## config.mk

```make
export PLATFORM = sky130hd
export DESIGN_NAME = sv_uart_rx_packer_flat
export DESIGN_NICKNAME = d
export VERILOG_FILES = /design/src/rtl/sv_uart_pkg.sv /design/src/rtl/sv_uart_rx_packer_if.sv /design/src/rtl/sv_uart_timeout.sv /design/src/rtl/sv_uart_rx_packer.sv /design/src/flat_wrapper.sv
export SDC_FILE = /design/constraint.sdc
export NUM_CORES = 1
export LEC_CHECK = 0
export ABC_AREA = 1
export CAP_MARGIN = 20
export CORE_MARGIN = 2
export CORE_UTILIZATION = 64
export CTS_BUF_LIST = sky130_fd_sc_hd__clkbuf_8
export CTS_CLUSTER_DIAMETER = 200
export CTS_CLUSTER_SIZE = 10
export DETAILED_ROUTE_END_ITERATION = 12
export GPL_TIMING_DRIVEN = 0
export PLACE_DENSITY = 0.95
export SLEW_MARGIN = 15
export SYNTH_ARGS = -nofsm -noshare
export SYNTH_HDL_FRONTEND = slang
export SYNTH_SLANG_ARGS = --single-unit
```

## constraint.sdc

```tcl
create_clock -name iclk -period 6.3 [get_ports iclk]
set_clock_uncertainty 0.1 [all_clocks]
set_input_delay 1.26 -clock iclk [delete_from_list [all_inputs] [get_ports iclk]]
set_output_delay 1.26 -clock iclk [all_outputs]
set_load 0.05 [all_outputs]
```

## src/rtl/sv_uart_pkg.sv

```systemverilog
// Shared UART constants and helpers, common to the RX packer and the UART engine.
package sv_uart_pkg;

  localparam int WORD_WIDTH    = 8;
  localparam int BITS_PER_CHAR = 10;

  function automatic int words_num(input int data_width);
    return data_width / WORD_WIDTH;
  endfunction

endpackage

```

## src/rtl/sv_uart_rx_packer_if.sv

```systemverilog
// Stream bundle for the RX packer: byte stream in from the engine, word stream out to user logic.
interface sv_uart_rx_packer_if #(
  parameter int DATA_WIDTH = 24
);
  import sv_uart_pkg::*;

  logic [WORD_WIDTH-1:0] s_axis_tdata;
  logic                  s_axis_tvalid;
  logic                  s_axis_tready;
  logic [DATA_WIDTH-1:0] m_axis_tdata;
  logic                  m_axis_tvalid;
  logic                  m_axis_tready;

  // Environment side: supplies bytes, consumes words.
  modport master (
    output s_axis_tdata, s_axis_tvalid, m_axis_tready,
    input  s_axis_tready, m_axis_tdata, m_axis_tvalid
  );

  // Packer side.
  modport slave (
    input  s_axis_tdata, s_axis_tvalid, m_axis_tready,
    output s_axis_tready, m_axis_tdata, m_axis_tvalid
  );

endinterface

```

## src/rtl/sv_uart_timeout.sv

```systemverilog
// Character-time silence counter: counts while enabled, pulses expire once the limit is reached.
module sv_uart_timeout (
  input  logic        clk,
  input  logic        rst,
  input  logic        restart,
  input  logic        enable,
  input  logic [31:0] limit,
  output logic        expire
);

  logic [31:0] count;

  // >= keeps a shrinking limit from being skipped over when the divider changes mid-count.
  assign expire = enable && (limit != 32'd0) && (count >= limit - 32'd1);

  always_ff @(posedge clk or posedge rst) begin
    if (rst) begin
      count <= 32'd0;
    end else if (restart || !enable || expire) begin
      count <= 32'd0;
    end else begin
      count <= count + 32'd1;
    end
  end

endmodule

```

## src/rtl/sv_uart_rx_packer.sv

```systemverilog
// Packs received UART bytes (MSB byte first) into DATA_WIDTH words, dropping partial words after silence.
// Optional drop counter port odrop_cnt is enabled by defining SV_UART_RX_PACKER_STAT_EN.
module sv_uart_rx_packer
  import sv_uart_pkg::*;
#(
  parameter int DATA_WIDTH    = 24,
  parameter int TIMEOUT_CHARS = 4
) (
  input  logic        iclk,
  input  logic        irst,
  sv_uart_rx_packer_if.slave bus,
  input  logic [15:0] idivider,
`ifdef SV_UART_RX_PACKER_STAT_EN
  output logic [15:0] odrop_cnt,
`endif
  output logic        oflush
);

  localparam int WORDS_NUM = words_num(DATA_WIDTH);
  localparam int CNT_W     = $clog2(WORDS_NUM);
  localparam int SREG_W    = DATA_WIDTH - WORD_WIDTH;
  localparam logic [CNT_W-1:0] LAST = CNT_W'(WORDS_NUM - 1);

  typedef logic [SREG_W-1:0] sreg_t;

  logic [CNT_W-1:0] cnt;
  sreg_t            sreg;
  logic             accept;
  logic             expire;
  logic [31:0]      limit;

  // The completing byte is the only one that waits for the output register to drain.
  assign bus.s_axis_tready = ~bus.m_axis_tvalid | (cnt != LAST);
  assign accept            = bus.s_axis_tvalid & bus.s_axis_tready;

  assign limit = (TIMEOUT_CHARS == 0) ? 32'd0
               : 32'(idivider) * 32'(BITS_PER_CHAR * TIMEOUT_CHARS);

  sv_uart_timeout u_timeout (
    .clk     (iclk),
    .rst     (irst),
    .restart (accept),
    .enable  (cnt != '0),
    .limit   (limit),
    .expire  (expire)
  );

  always_ff @(posedge iclk or posedge irst) begin
    if (irst) begin
      cnt               <= '0;
      sreg              <= '0;
      bus.m_axis_tdata  <= '0;
      bus.m_axis_tvalid <= 1'b0;
      oflush            <= 1'b0;
    end else begin
      oflush <= 1'b0;
      if (bus.m_axis_tvalid && bus.m_axis_tready) begin
        bus.m_axis_tvalid <= 1'b0;
      end
      // An accepted byte takes priority over a coincident timeout expiry.
      if (accept) begin
        sreg <= sreg_t'({sreg, bus.s_axis_tdata});
        if (cnt == LAST) begin
          bus.m_axis_tdata  <= {sreg, bus.s_axis_tdata};
          bus.m_axis_tvalid <= 1'b1;
          cnt               <= '0;
        end else begin
          cnt <= cnt + 1'b1;
        end
      end else if (expire) begin
        cnt    <= '0;
        sreg   <= '0;
        oflush <= 1'b1;
      end
    end
  end

`ifdef SV_UART_RX_PACKER_STAT_EN
  always_ff @(posedge iclk or posedge irst) begin
    if (irst) begin
      odrop_cnt <= 16'd0;
    end else if (oflush && (odrop_cnt != 16'hFFFF)) begin
      odrop_cnt <= odrop_cnt + 16'd1;
    end
  end
`endif

endmodule

```

## src/flat_wrapper.sv

```systemverilog
// flat-port wrapper written by rule: the top's interface ports become plain ports
module sv_uart_rx_packer_flat import sv_uart_pkg::*;
#(
  parameter int DATA_WIDTH    = 24,
  parameter int TIMEOUT_CHARS = 4
)
  (iclk, irst, idivider, oflush, bus_s_axis_tdata, bus_s_axis_tvalid, bus_m_axis_tready, bus_s_axis_tready, bus_m_axis_tdata, bus_m_axis_tvalid);
  sv_uart_rx_packer_if #(.DATA_WIDTH(DATA_WIDTH)) bus_i ();
  input  logic iclk;
  input  logic irst;
  input  logic [15:0] idivider;
  output logic oflush;
  input wire logic [$bits(bus_i.s_axis_tdata)-1:0] bus_s_axis_tdata;
  input wire logic [$bits(bus_i.s_axis_tvalid)-1:0] bus_s_axis_tvalid;
  input wire logic [$bits(bus_i.m_axis_tready)-1:0] bus_m_axis_tready;
  output wire logic [$bits(bus_i.s_axis_tready)-1:0] bus_s_axis_tready;
  output wire logic [$bits(bus_i.m_axis_tdata)-1:0] bus_m_axis_tdata;
  output wire logic [$bits(bus_i.m_axis_tvalid)-1:0] bus_m_axis_tvalid;
  assign bus_i.s_axis_tdata = bus_s_axis_tdata;
  assign bus_i.s_axis_tvalid = bus_s_axis_tvalid;
  assign bus_i.m_axis_tready = bus_m_axis_tready;
  assign bus_s_axis_tready = bus_i.s_axis_tready;
  assign bus_m_axis_tdata = bus_i.m_axis_tdata;
  assign bus_m_axis_tvalid = bus_i.m_axis_tvalid;
  sv_uart_rx_packer #(.DATA_WIDTH(DATA_WIDTH), .TIMEOUT_CHARS(TIMEOUT_CHARS)) u_core (.iclk(iclk), .irst(irst), .bus(bus_i), .idivider(idivider), .oflush(oflush));
endmodule
```

==> out/results.ini <==
[status]
run_status = finished clean

[sta]
hold_violations = 0
tns_ns = 0
finalSetupViolations = 0
tightest_slew_ns = 0.584
fin_ws_ns = 0.471
post-route-period-util = 0.925
worst_slew_margin_rel = 0.609
final-max-slew-violation-count = 0
post-route-min-period_ns = 5.83
rsz0062_at_grt = no
fmaxAchievable_ghz = 0.172

[global_routing]
met1_usage = 0.360
overflow = 0
grt_pass1_wl_microns = 22700
grt_max_degree = 45
grt_use_total = 0.294
use_met3 = 0.0491
grt_pass1_vias = 4979
use_met2 = 0.527
antenna_found_initial = 0
top_usage_layer = met2

[cts]
postCtsSetupBuffers = 0
clock_sinks = 76
postCtsResizedCells = 0
cts.htree.levels = 3
cts_made_buffers = 9
cts_hold_buf = 0
clk_path_buf_depth = 2
cts_tree = yes
cts-root-buf = clkbuf_8
clk_latency_ns = 0.35
clk_pin_slew_ns = 0.08

[pwr]
vdd_drop_max_uv = 392
p_per_area_nw_per_um2 = 295
internal_power_mw = 1.05
p_sw_frac = 0.441
p_comb_frac = 0.477
leakage_nw = 3.10
switching_power_mw = 0.827
p_clk_frac = 0.168
finalPower_mw = 1.88
seqPwrFrac = 0.355

[final_layout]
fillers = 514
syn_to_final_growth_pct = 15.4
diodes = 0
drive_gt1_frac = 0.112
regArea_sq_um = 1900
multiInputGateArea_sq_um = 3250
instances_no_fill = 858
fin_nets = 838

[logic_synthesis]
syn_nets = 772
ys_seq_elements = 76
synth_most_common_cell = nand2_1
ys_seq_area_frac = 0.345
syn_area_per_cell_sq_um = 8.08
postSynth.asyncResetShare = 1.00
synth_top_area_frac = 0.345
synthTopCellsByCount = 155 x nand2_1, 80 x nor2_1, 76 x dfrtp_1, 75 x inv_1, 60 x ha_1
ys_warn_count = 0
synth_cells = 683
synth_area_sq_um = 5520
ys.flop_type = dfrtp_1
ys_top_cells_by_area = dfrtp_1 34%, ha_1 14%, nand2_1 11%, nor2_1 5.4%, inv_1 5.1%
synth.distinct_cells = 34
yosys.area.top_type = dfrtp_1
synth_edf_count = 0

[die]
io_pins = 55
core_area_sq_um = 8300
dieArea_sq_um = 9380
rows = 33
die_h_microns = 96.9
start_util = 0.665
die_w_microns = 96.9

[worst_hold_path]
holdPathEnd = u_core.u_timeout.count[0]
hold_path.class = reg2reg
worstHoldStart = u_core.u_timeout.count[0]
whs_path_depth = 1

[worst_setup_path]
slowest_stage = clkdlybuf4s50_1
start_kind = input port
cp_common_cell = nand2_1
crit_path_end_kind = flop
worstSetupPathType = in2reg
critical-path-top-delay-family = simple AND/OR/NAND/NOR gates
arrival_ns = 6.01
reg2reg_from = u_core.u_timeout.count[0]
slowest_delay_ns = 0.45
r2r_cells = 10
crit_path_max_fanout = 10
r2r_end = u_core.u_timeout.count[28]
reg2reg_slack_ns = 3.75
cp.required_ns = 6.48
crit_buf_inv = 6

[detailed_routing]
routed_via_density = 5.71
drt-pass1-iter-count = 5
drtAntennaViolNets = 0
routedWlPerCell_microns = 15.5
drtIter0Drc = 313
drc_errors = 0
routed_wl_microns = 13300
num_vias = 4898

[place]
gp_congestion = 0.918
hpwlAfterDp_microns = 10300
place_inst = 843
port_buffers = 54
pre_cts_ws_ns = 0.238

[flow_run]
drv_cap = 0

==> stage by stage <==
step | util | area [sq um] | hold WS [ns]
after floorplan | - | 5520 | 0.323
after global placement | 0.746 | 6190 | 0.343
after detailed placement | 0.749 | 6210 | 0.370
after CTS | 0.768 | 6370 | 0.394
after global routing | 0.768 | 6370 | 0.432
final | 0.768 | 6370 | 0.397
==> how the worst max path moves through the flow <==
stage	startpoint	to	slack, ns	cells after the start
after detailed placement	idivider[1]	u_core.u_timeout.count[10]	0.24	24
after global routing	idivider[1]	u_core.sreg[4]	0.12	25
after floorplan	idivider[1]	u_core.cnt[0]	1.37	24
after CTS	idivider[1]	u_core.sreg[4]	0.55	25
after global placement	idivider[1]	u_core.u_timeout.count[20]	0.43	24
final	idivider[1]	u_core.sreg[4]	0.47	30
==> state kept, by name (all words and copies together), names as in the netlist <==
| register | flops |
|---|---|
| u_core.u_timeout.count | 32 |
| u_core.sreg | 16 |
| u_core.bus.m_axis_tvalid | 1 |
| u_core.cnt | 2 |
| u_core.oflush | 1 |
| u_core.bus.m_axis_tdata | 24 |
==> area by class of cell <==
| type | instances | area share |
|---|---|---|
| plain buffers | 10 | 0.0108 |
| clock buffers | 9 | 0.0194 |
| clock inverters | 6 | 0.00530 |
| inverters | 79 | 0.0469 |
| multi-input cells | 518 | 0.510 |
| flip-flops and latches | 76 | 0.299 |
| well taps | 105 | 0.0206 |
| repair buffers | 55 | 0.0880 |
==> metal layers <==
| metal | up-vias | share of wire | wire (microns) |
|---|---|---|---|
| met3 | 31 | 0.059 | 793 |
| li1 | 2359 | - | - |
| met2 | 183 | 0.51 | 6780 |
| met5 | - | 0 | 0 |
| met4 | 0 | 0.021 | 284 |
| met1 | 2325 | 0.41 | 5480 |
==> power groups by stage <==
stage | Combinational [mW] | Sequential (mW) | Clock, mW
after floorplan | 0.354 | 0.921 | 0
after global placement | 0.853 | 0.660 | 0
after detailed placement | 0.886 | 0.670 | 0
after CTS | 0.896 | 0.665 | 0.314
after global routing | 0.959 | 0.679 | 0.336
final | 0.895 | 0.667 | 0.316
==> kinds of logic after synthesis <==
logic type,count (synthesis),share of synthesized area
compound gates,37,0.0365
xor+xnor,48,0.0775
fa+ha+maj,61,0.140
buf+inv,89,0.0662
flops,76,0.345
mux,24,0.0490
simple gates,348,0.287
==> cells in the final DEF (no fill, tap or decap), types with 2 or more instances in the layout <==
master             n
nor3_2             3
nor3_1            15
nor4_1             2
xnor2_1           16
nor2_1            80
inv_2              4
clkinv_2           3
nand3_2           12
and2_1             2
buf_12             2
inv_1             75
buf_2              6
dfrtp_1           76
xor2_1            31
nand2_2           11
clkbuf_8           9
mux2_2            24
nand3_1           40
nand4_1           18
nor2_2             4
nand3b_1           4
ha_1              60
clkdlybuf4s50_1   54
o21ai_0            7
clkinvlp_4         2
o211ai_1           2
clkbuf_1           2
nand2_1          155
a21oi_1           24
No activity file was read; power rests on OpenSTA's default activity.
